<file path="src/rtl/keypad_scanner.sv">
// keypad_scanner: 4x4 matrix keypad scanner with per-key sweep debounce.
// Columns are driven one-cold in turn; the row inputs are sampled at the end
// of every column slot. After all four columns are captured, the snapshot is
// debounced, and a single-cycle one-hot press pulse is emitted for the lowest
// newly pressed key.
// The row inputs are expected to come from a pulled-up keypad and to be
// synchronised to clk upstream if the matrix is wired straight to pins.
// Optional feature: define KEYPAD_REPEAT_EN to compile in auto-repeat of a
// single held key (first repeat after REPEAT_DELAY sweeps, then every
// REPEAT_RATE sweeps).

module keypad_scanner #(
    parameter int SCAN_DIV     = 100000,
    parameter int DEB_SWEEPS   = 4,
    parameter int REPEAT_DELAY = 500,
    parameter int REPEAT_RATE  = 100
) (
    input  logic        clk,
    input  logic        rst,
    input  logic [3:0]  row,
    output logic [3:0]  col,
    output logic [15:0] key_out,
    output logic [15:0] key_held
);

    localparam int              SLOT_W    = (SCAN_DIV > 1) ? $clog2(SCAN_DIV) : 1;
    localparam logic [SLOT_W-1:0] SLOT_LAST = SLOT_W'(SCAN_DIV - 1);
    localparam logic [3:0]      DEB_MAX   = 4'(DEB_SWEEPS);

    // scan state
    logic [SLOT_W-1:0] slot_q, slot_d;
    logic [1:0]        col_idx_q, col_idx_d;
    logic [3:0]        col_q, col_d;
    logic [15:0]       snap_q, snap_d;
    logic              eval_q, eval_d;
    logic              sample_s;

    // debounce state
    logic [3:0]        agree_q [16];
    logic [3:0]        agree_d [16];
    logic [15:0]       held_q, held_d;
    logic [15:0]       out_q, out_d;
    logic [15:0]       rise_s;
    logic [15:0]       press_s;
    logic [15:0]       rpt_pulse_s;

`ifdef KEYPAD_REPEAT_EN
    localparam int RPT_MAX = (REPEAT_DELAY > REPEAT_RATE) ? REPEAT_DELAY : REPEAT_RATE;
    localparam int RPT_W   = $clog2(RPT_MAX + 1);

    logic [RPT_W-1:0] rpt_cnt_q, rpt_cnt_d;
    logic             rpt_phase_q, rpt_phase_d;   // 0: waiting first delay, 1: repeating
    logic             one_held_s;
`endif

    // Column slot timing, row sampling into the sweep snapshot, evaluate strobe
    always_comb begin
        slot_d    = slot_q;
        col_idx_d = col_idx_q;
        snap_d    = snap_q;
        eval_d    = 1'b0;
        sample_s  = (slot_q == SLOT_LAST);
        if (sample_s) begin
            slot_d    = '0;
            col_idx_d = col_idx_q + 2'd1;
            eval_d    = (col_idx_q == 2'd3);
            for (int r = 0; r < 4; r++) begin
                for (int c = 0; c < 4; c++) begin
                    if (col_idx_q == 2'(c)) begin
                        snap_d[r*4+c] = ~row[r];
                    end else begin
                        snap_d[r*4+c] = snap_q[r*4+c];
                    end
                end
            end
        end else begin
            slot_d = slot_q + SLOT_W'(1);
        end
        col_d = ~(4'b0001 << col_idx_d);
    end

    // Per-key agreement counting and debounced level update on evaluate cycles
    always_comb begin
        held_d = held_q;
        for (int k = 0; k < 16; k++) begin
            agree_d[k] = agree_q[k];
        end
        if (eval_q) begin
            for (int k = 0; k < 16; k++) begin
                if (snap_q[k] != held_q[k]) begin
                    if ((agree_q[k] + 4'd1) >= DEB_MAX) begin
                        held_d[k]  = ~held_q[k];
                        agree_d[k] = 4'd0;
                    end else begin
                        agree_d[k] = agree_q[k] + 4'd1;
                    end
                end else begin
                    agree_d[k] = 4'd0;
                end
            end
        end else begin
            held_d = held_q;
        end
        // only rising keys may pulse; isolate the lowest one
        rise_s  = held_d & ~held_q;
        press_s = rise_s & (~rise_s + 16'd1);
    end

`ifdef KEYPAD_REPEAT_EN
    // Auto-repeat timing for a single held key, restarted on any held change
    always_comb begin
        rpt_cnt_d   = rpt_cnt_q;
        rpt_phase_d = rpt_phase_q;
        rpt_pulse_s = 16'h0000;
        one_held_s  = (held_q != 16'h0000) && ((held_q & (held_q - 16'd1)) == 16'h0000);
        if (eval_q) begin
            if (held_d != held_q) begin
                rpt_cnt_d   = '0;
                rpt_phase_d = 1'b0;
            end else if (one_held_s) begin
                if (!rpt_phase_q) begin
                    if ((rpt_cnt_q + RPT_W'(1)) == RPT_W'(REPEAT_DELAY)) begin
                        rpt_pulse_s = held_q;
                        rpt_cnt_d   = '0;
                        rpt_phase_d = 1'b1;
                    end else begin
                        rpt_cnt_d = rpt_cnt_q + RPT_W'(1);
                    end
                end else begin
                    if ((rpt_cnt_q + RPT_W'(1)) == RPT_W'(REPEAT_RATE)) begin
                        rpt_pulse_s = held_q;
                        rpt_cnt_d   = '0;
                    end else begin
                        rpt_cnt_d = rpt_cnt_q + RPT_W'(1);
                    end
                end
            end else begin
                rpt_cnt_d   = '0;
                rpt_phase_d = 1'b0;
            end
        end else begin
            rpt_cnt_d = rpt_cnt_q;
        end
    end
`else
    // Without auto-repeat, only fresh presses produce pulses
    always_comb begin
        rpt_pulse_s = 16'h0000;
    end
`endif

    // Press pulse output: high only in the cycle after an evaluate cycle
    always_comb begin
        out_d = press_s | rpt_pulse_s;
    end

    // State registers with synchronous reset
    always_ff @(posedge clk) begin
        if (rst) begin
            slot_q    <= '0;
            col_idx_q <= 2'd0;
            col_q     <= 4'b1110;
            snap_q    <= 16'h0000;
            eval_q    <= 1'b0;
            held_q    <= 16'h0000;
            out_q     <= 16'h0000;
            for (int k = 0; k < 16; k++) begin
                agree_q[k] <= 4'd0;
            end
`ifdef KEYPAD_REPEAT_EN
            rpt_cnt_q   <= '0;
            rpt_phase_q <= 1'b0;
`endif
        end else begin
            slot_q    <= slot_d;
            col_idx_q <= col_idx_d;
            col_q     <= col_d;
            snap_q    <= snap_d;
            eval_q    <= eval_d;
            held_q    <= held_d;
            out_q     <= out_d;
            for (int k = 0; k < 16; k++) begin
                agree_q[k] <= agree_d[k];
            end
`ifdef KEYPAD_REPEAT_EN
            rpt_cnt_q   <= rpt_cnt_d;
            rpt_phase_q <= rpt_phase_d;
`endif
        end
    end

    assign col      = col_q;
    assign key_out  = out_q;
    assign key_held = held_q;

endmodule

</file>
<file path="config.mk">
export PLATFORM = sky130hd
export DESIGN_NAME = keypad_scanner
export DESIGN_NICKNAME = d
export VERILOG_FILES = /design/src/rtl/keypad_scanner.sv
export SDC_FILE = /design/constraint.sdc
export NUM_CORES = 1
export LEC_CHECK = 0
export BUFFER_PORTS_ARGS = -buffer_cell sky130_fd_sc_hd__buf_4
export CELL_PAD_IN_SITES_DETAIL_PLACEMENT = 2
export CELL_PAD_IN_SITES_GLOBAL_PLACEMENT = 2
export CORE_MARGIN = 3
export CORE_UTILIZATION = 40
export DETAILED_ROUTE_END_ITERATION = 16
export GPL_ROUTABILITY_DRIVEN = 0
export PLACE_DENSITY_LB_ADDON = 0.1
export SETUP_SLACK_MARGIN = 0.1
export SLEW_MARGIN = 5
export SYNTH_ARGS = -nofsm -noshare
export SYNTH_HDL_FRONTEND = slang
export SYNTH_SLANG_ARGS = --single-unit
export TNS_END_PERCENT = 10
</file>
<file path="constraint.sdc">
create_clock -name clk -period 4.2 [get_ports clk]
set_clock_uncertainty 0.1 [all_clocks]
set_input_delay 0.84 -clock clk [delete_from_list [all_inputs] [get_ports clk]]
set_output_delay 0.84 -clock clk [all_outputs]
set_load 0.02 [all_outputs]
</file>
After elaboration in Yosys (flattened, before gate mapping)
Memories as Yosys holds them, arrays and structs flattened.
Cells that the tools add are included.
Word-level totals
  flip-flop bits (word level): 72
  memory bits (writable): 64
  input port bits: 6
  output and inout bits: 36
  word-level logic and storage cells: 202
  memories: 1
Memory list
  agree_q: words 16, width 4, read ports 16, clocked after Yosys merged registers in 0, wr ports 16, line 39  | logic [3:0] agree_q [16];
Cells by class
  add/sub/neg operators: 19
  $lt $le $gt $ge: 16
  eq/ne operators: 20
  shifts and indexed selects: 1
  multiplexer cells: 86
  bitwise operators: 42
  reduce and logical (&&, ||, !) cells: 7
Operators by type and width (number)
  two-way mux 4 bit: 48
  adder 4 x 1 -> 4 bit (second input constant): 16
  >= comparator 4 x 3 -> 1 bit (second input constant): 16
  two-way mux 64 bit: 1
  two-way mux 1 bit: 35
  bitwise AND 16 bit: 2
  NOT 16 bit: 2
  NOT 1 bit: 21
  adder 17 x 1 -> 17 bit (second input constant): 1
  == test 17 bit (second input constant): 1
  adder 16 x 1 -> 16 bit (second input constant): 1
  two-way mux 16 bit: 1
  != test 1 bit: 16
  OR 1 bit: 16
  AND reduction 2 bit: 4
  == test 2 bit (second input constant): 2
  NOT 4 bit: 1
  OR reduction 2 bit: 2
  << shifter 1 x 2 -> 4 bit (first input constant): 1
  adder 2 x 1 -> 2 bit (second input constant): 1
  == test 2 x 1 -> 1 bit (second input constant): 1
  zero test 2 bit: 1
  two-way mux 2 bit: 1

Depth between registers and ports, before layout
Gate-level depths: netlist of the first run.
An unclocked memory read counts as a cell.
  depth after elaboration: 10
  depth in mapped cells: 8
  gate-level depth less buffers: 6

Worst setup path before layout of the first run
Ideal clock, no wire load.
  kind: register -> register
  start: reg slot_q[5]
  end: reg slot_q[10]
  setup time: 0.117 ns
  arrival: 1.814 ns
  required time: 3.983 ns
  setup slack: 2.169 ns
  cell stages (with the launch flop): 8
  path buffers: 3
  clock period less this slack: 2.031 ns
  cell sequence: dfxtp_1 -> buf_6 -> or4b_4 -> nor4_4 -> or2_2 -> buf_2 -> buf_2 -> nor2_1
On the way
  word-level cells in the longest chain between the ends: 2
  elaborated cells between the ends (all ways): 3
  classes of those cells: 1 x add/sub; 1 x eq/ne; 1 x reduce/logical
Ends and longest elaborated chain
  start: declaration: line 31  | logic [SLOT_W-1:0] slot_q, slot_d;
  start signal: assignment: line 175  | slot_q <= slot_d;
  parallel branches: the longest is 2 deep, another holds adder 17 x 1 -> 17 bit
Parallel ways; which one is timed is not known.
A chain may end at the register's enable or synchronous reset.

Worst setup path in the final report of the first run
  start: reg eval_q
  end: reg out_q[11] (netlist: key_out[11])
On the way
  word-level cells in the longest chain between the ends: 5
Ends and longest elaborated chain
  start: declaration: line 35  | logic eval_q, eval_d;
  start signal: assignment: line 179  | eval_q <= eval_d;
  two-way mux 16 bit *: line 88  | if (eval_q) begin
  bitwise AND 16 bit *: line 105  | rise_s = held_d & ~held_q;
  NOT 16 bit: line 106  | press_s = rise_s & (~rise_s + 16'd1);
  adder 16 x 1 -> 16 bit: line 106
  bitwise AND 16 bit *: line 106
  end signal: assignment: line 181  | out_q <= out_d;
  end: declaration: line 42  | logic [15:0] out_q, out_d;
Every way passes the cells marked *; elsewhere a longest branch is shown, timed or not.

==> results of run 1 <==
-- kinds of logic after synthesis --
kind of cell | share of synthesized area [%]
compound gates | 12.73
xor+xnor | 4.329
fa+ha+maj | 4.479
buf+inv | 2.943
flops | 46.41
mux | 1.536
simple gates | 27.58
-- worst max-delay path, delay by kind of cell (launching register included) --
kind / cells / cell delay, ps
flip-flops: 1 / 320
AND/OR/NAND/NOR: 3 / 1120
buffers and inverters: 2 / 700
AO/OA/AOI/OAI: 1 / 560
-- area by class of cell --
class	count	area, µm²
clock buffers	23	478.0
clock inverters	9	145.1
fillers	1484	7171
inverters	9	33.78
multi-input cells	471	2974
flip-flops and latches	136	2724
well taps	180	225.2
repair buffers	46	345.3
-- how the worst min path moves through the flow --
stage                   start        end  slack, ps  cells past startpoint
global placement    slot_q[0]  slot_q[0]        340                      1
CTS                 slot_q[0]  slot_q[0]        370                      1
detailed placement  slot_q[0]  slot_q[0]        360                      1
global route        slot_q[0]  slot_q[0]        390                      1
finish              slot_q[0]  slot_q[0]        360                      1
floorplan           slot_q[0]  slot_q[0]        330                      1
-- layer usage --
| metal | GRT usage, % | routed length (µm) | vias up |
|---|---|---|---|
| li1 | - | - | 2373 |
| met1 | 27.03 | 7527 | 2467 |
| met2 | 39.54 | 8648 | 59 |
| met3 | 3.930 | 394 | 21 |
| met4 | 8.013 | 292 | 0 |
| met5 | 0 | 0 | - |
-- sequential cells by signal (all words and copies together), names as in the netlist --
register,flops
key_held,16
eval_q,1
key_out,16
snap_q,16
agree_q,64
col_idx_q,2
slot_q,17
col,4
-- power by group --
| group | switching, µW | internal, µW | leakage (µW) |
|---|---|---|---|
| clock network | 568 | 1040 | 0.000311 |
| logic | 28.9 | 8.41 | 0.00122 |
| registers | 2.49 | 1290 | 0.00110 |
-- per-stage QoR --
step                      cell area [µm²]  cells  setup slack (ps)
after floorplan                      5867    646              2169
after global routing                 6925    874              1075
after CTS                            6923    874              1334
after global placement               6300    842              1476
final                                6925    874              1286
after detailed placement             6300    842              1349
-- cell usage in the layout (no fill, tap or decap), drive strengths merged, types with 21 or more instances in the layout --
| master | netlist | final |
|---|---|---|
| nand3 | 32 | 32 |
| nand2 | 59 | 59 |
| and2 | 43 | 43 |
| nor2 | 57 | 57 |
| dfxtp | 136 | 136 |
| ha | 21 | 21 |
| a21oi | 53 | 53 |
| buf | 11 | 46 |
| xnor2 | 21 | 21 |
| clkbuf | 19 | 23 |
==> results.py, run 1 <==
metrics = {
    "floorplan": {
        "core_mm2": 0.01410,
        "dieArea_mm2": 0.01616,
        "start_util_pct": 41.62,
        "top_level_ports": 42,
        "placementRows": 43,
        "die_x_um": 127.1,
        "die_y_um": 127.1,
    },
    "timing": {
        "setup_violations": 0,
        "grt_setup_unrepaired": "false",
        "tightest_slew_ps": 799.0,
        "fin_setup_tns_ps": 0,
        "final_max_slew_viol_count": 0,
        "whs_ps": 363.8,
        "period_needed_ps": 2914,
        "relSlewSlack_pct": 46.68,
        "max_freq_mhz": 343.1,
        "hold_viol": 0,
        "period_share_pct": 69.39,
    },
    "critical_path": {
        "slowest_delay_ps": 560,
        "startpoint": "eval_q",
        "critPathSlowestCell": "a211oi_1",
        "worstSetupPathType": "reg -> reg",
        "timing.critical_path.to_type": "flop",
        "critical_path_arrival_ps": 3130,
        "worstPathCellList": "buf_4, inv_1, nor3b_1, a211oi_1, nand4_1, nor4_1",
        "r2r-start": "eval_q",
        "r2r-end": "key_out[11]",
        "setup.worst_path.end": "key_out[11]",
        "r2r_cells": 6,
        "path_max_fanout": 31,
        "reg2reg_slack_ps": 1290,
        "startpoint_type": "flop",
        "worstPathRequired_ps": 4420,
    },
    "clocking": {
        "cts.sinks": 136,
        "h-tree-depth": 4,
        "clockBufferDepth": 2,
        "post_cts_buffers": 0,
        "ctsResizeCount": 0,
        "cts_tree": "yes",
        "cts_hold_buffers": 0,
        "cts_buffers": 17,
        "clk_pin_slew_worst_paths_ps": 60,
        "worstSkewPairLatency_ps": 430,
        "cts_root_buf": "clkbuf_16",
    },
    "drt": {
        "wl_per_cell_um": 19.29,
        "drt_iter0_drc": 222,
        "vias": 4920,
        "vias_per_cell": 5.629,
        "route.detailed.drc": 0,
        "drtPass1Iterations": 4,
        "ant_nets": 0,
        "routed_wl_mm": 16.86,
    },
    "placed_design": {
        "io_buffers": 41,
        "place_hpwl_mm": 11.31,
    },
    "synth": {
        "synth_area_mm2": 0.005867,
        "synth_cell_types": 48,
        "yosysTopAreaCell": "dfxtp_1",
        "yosys.area.top_type_share_pct": 46.41,
        "synth-edff-count": 0,
        "syn_inst": 646,
        "yosysMostFrequentCell": "dfxtp_1",
        "ys_ff_latch": 136,
        "synth-main-ff-cell": "dfxtp_1",
        "ys_warn_count": 0,
        "synth.avg_cell_area_um2": 9.082,
        "synth_nets": 673,
        "synthArstFlopShare_pct": 0,
        "synth_commonest_cells": "136 x dfxtp_1, 59 x nand2_1, 57 x nor2_1",
        "yosys-top-cells-area": "dfxtp_1 46%, and2_1 4.6%, a21oi_1 4.5%, ha_1 4.5%, nand2_1 3.8%",
        "yosysSeqAreaShare_pct": 46.41,
    },
    "global_route": {
        "overflow": 0,
        "grt_max_degree": 53,
        "grt_pass1_vias": 5489,
        "track_usage_pct": 22.27,
        "grt_pass1_wl_mm": 28.66,
        "antenna_found_initial": 0,
    },
    "flow_run": {
        "drv_cap": 0,
    },
    "min_path": {
        "worstHoldPathType": "reg -> reg",
    },
    "pwr": {
        "power_density_mw_per_mm2": 424.0,
        "totalPowerFinal_uw": 2936,
        "irDropWorstVdd_uv": 298.2,
        "p_leak_uw": 0.002626,
    },
    "layout": {
        "drive_gt1_share_pct": 13.11,
        "syn2layout_area_growth_pct": 18.04,
        "layout.nets": 708,
        "final_util_pct": 49.13,
        "antenna_cells": 0,
    },
    "status": {
        "status": "complete, no violations",
    },
}
(Power assumes the default switching activity.)
==> inputs of run 2 (changes only) <==
--- a/config.mk
+++ b/config.mk
@@ -9,7 +9,7 @@
 export CELL_PAD_IN_SITES_DETAIL_PLACEMENT = 2
 export CELL_PAD_IN_SITES_GLOBAL_PLACEMENT = 2
 export CORE_MARGIN = 3
-export CORE_UTILIZATION = 40
+export CORE_UTILIZATION = 34
 export DETAILED_ROUTE_END_ITERATION = 16
 export GPL_ROUTABILITY_DRIVEN = 0
 export PLACE_DENSITY_LB_ADDON = 0.1
==> constraint.sdc (replaced) <==
create_clock -name clk -period 2.6 [get_ports clk]
set_clock_uncertainty 0.1 [all_clocks]
set_input_delay 0.52 -clock clk [delete_from_list [all_inputs] [get_ports clk]]
set_output_delay 0.52 -clock clk [all_outputs]
set_load 0.02 [all_outputs]
==> run 2 against run 1 <==
Effect of this change: cell count increased by 5.1%; worst hold slack got worse by 140 ps; die area increased by 17%; highest routed layer unchanged; clock power increased by 63%; first-iteration DRC count decreased by 44%; critical path depth decreased by 1; total power increased by 62%; non-clock buffer count increased by 5; via count decreased by 0.61%; critical path type unchanged; worst setup slack got worse by 990 ps; routed wire length decreased by 4.1%; largest power group unchanged.
==> results.py, run 2 (same netlist as run 1, synthesis figures left out) <==
metrics = {
    "status": {
        "status": "complete, no violations",
    },
    "clocking": {
        "cts.sinks": 136,
        "cts_hold_buffers": 0,
        "clockBufferDepth": 2,
        "cts_buffers": 17,
        "cts_root_buf": "clkbuf_16",
        "worstSkewPairLatency_ps": 420,
        "post_cts_buffers": 0,
        "h-tree-depth": 4,
        "cts_tree": "yes",
        "clk_pin_slew_worst_paths_ps": 50,
    },
    "timing": {
        "period_share_pct": 88.51,
        "tightest_slew_ps": 673.4,
        "final_max_slew_viol_count": 0,
        "relSlewSlack_pct": 54.53,
        "max_freq_mhz": 434.6,
        "period_needed_ps": 2301,
        "grt_setup_unrepaired": "true",
        "fin_ws_ps": 298.9,
        "fin_setup_tns_ps": 0,
        "hold_viol": 0,
        "setup_violations": 0,
    },
    "pwr": {
        "irDropWorstVdd_uv": 453.2,
        "power_density_mw_per_mm2": 677.6,
        "p_leak_uw": 0.002659,
    },
    "global_route": {
        "grt_max_degree": 51,
        "grt_pass1_vias": 5373,
        "grt-busiest-layer": "met2",
        "grt_use_met3_pct": 3.762,
        "track_usage_pct": 18.34,
        "grt_pass1_wl_mm": 27.18,
        "overflow": 0,
        "antenna_found_initial": 0,
        "use_met2_pct": 32.78,
        "gr-usage-met1_pct": 22.03,
    },
    "min_path": {
        "worstHoldPathType": "in -> reg",
        "min_path_cells": 2,
    },
    "layout": {
        "antenna_cells": 0,
        "largest-register": "agree_q",
        "final_util_pct": 41.97,
        "largest_reg_flops": 64,
        "layout.nets": 713,
        "drive_gt1_share_pct": 13.88,
        "syn2layout_area_growth_pct": 19.90,
        "reg.largest.list": "agree_q (64), slot_q (17)",
        "layout_common_cells": "135 x dfxtp_1, 59 x nand2_1, 57 x nor2_1, 53 x a21oi_1, 51 x buf_4",
        "mostFrequentLayoutCell": "dfxtp_1",
    },
    "drt": {
        "routed_wl_mm": 16.18,
        "ant_nets": 0,
        "drtPass1Iterations": 4,
        "vias_per_cell": 5.321,
        "wl_per_cell_um": 17.60,
        "vias": 4890,
        "route.detailed.drc": 0,
        "drt_iter0_drc": 124,
    },
    "critical_path": {
        "worstPathCellList": "or4bb_4, nor4_4, and2_1, nor2_1, a211oi_1",
        "timing.critical_path.to_type": "flop",
        "critPathSlowestCell": "or4bb_4",
        "critical_path_arrival_ps": 2520,
        "startpoint_type": "flop",
        "slowest_delay_ps": 570,
        "path_max_fanout": 8,
        "worstSetupPathType": "reg -> reg",
        "worstPathRequired_ps": 2810,
        "r2r_cells": 5,
    },
    "floorplan": {
        "top_level_ports": 42,
        "placementRows": 47,
        "die_y_um": 137.4,
        "start_util_pct": 35.01,
        "die_x_um": 137.4,
        "dieArea_mm2": 0.01887,
        "core_mm2": 0.01676,
    },
    "placed_design": {
        "dp_slack_ps": 136.0,
        "place_hpwl_mm": 11.36,
        "io_buffers": 41,
    },
    "flow_run": {
        "drv_cap": 0,
    },
}
-- run 2: power breakdown --
part	internal, µW	switching, µW
clock	1730	883
combinational	16.4	47.1
sequential	2090	4.24
total	3830	934
-- run 2: final cells by class --
| class | instances | area [µm²] |
|---|---|---|
| Clock buffer | 24 | 501.7 |
| Clock inverter | 8 | 140.1 |
| Fill cell | 1815 | 9726 |
| Inverter | 9 | 33.78 |
| Multi-Input combinational cell | 471 | 2977 |
| Sequential cell | 136 | 2724 |
| Tap cell | 220 | 275.3 |
| Timing Repair Buffer | 51 | 382.9 |
-- run 2: stage by stage --
step                      std cells  hold WS, ps  cell area (µm²)  total power (µW)
after floorplan                 646        326.4             5867              2172
after global placement          887        336.6             6387              2202
after detailed placement        887        349.0             6387              2203
after CTS                       919        208.0             7034              4831
after global routing            919        223.5             7034              4937
final                           919        222.1             7034              4766
-- run 2: repair_timing --
item,CTS,global route
gates cloned,0,0
resized for setup,1,0
endpoints found under the hold margin,0,0
endpoints found under the setup margin,1,3
pin swaps,0,0
-- run 2: metal layers --
| metal | up-vias | part of all wire (%) |
|---|---|---|
| met1 | 2440 | 45 |
| met3 | 14 | 3.1 |
| met2 | 54 | 50 |
| li1 | 2382 | - |
| met4 | 0 | 1.2 |
| met5 | - | 0 |
-- run 2: path summary, 6_finish.rpt --
path                                  from  slack (ps)         to
worst max-delay path            slot_q[15]         300  snap_q[0]
worst min-delay path                row[1]         220  snap_q[5]
worst max register to register  slot_q[15]         300  snap_q[0]
worst min register to register   slot_q[0]         360  slot_q[0]
-- run 2: worst max-delay path, delay by kind of cell, from the launching register on --
family,cells,cell delay (ps)
AO/OA/AOI/OAI,1,250
flip-flops,1,370
AND/OR/NAND/NOR,4,1470
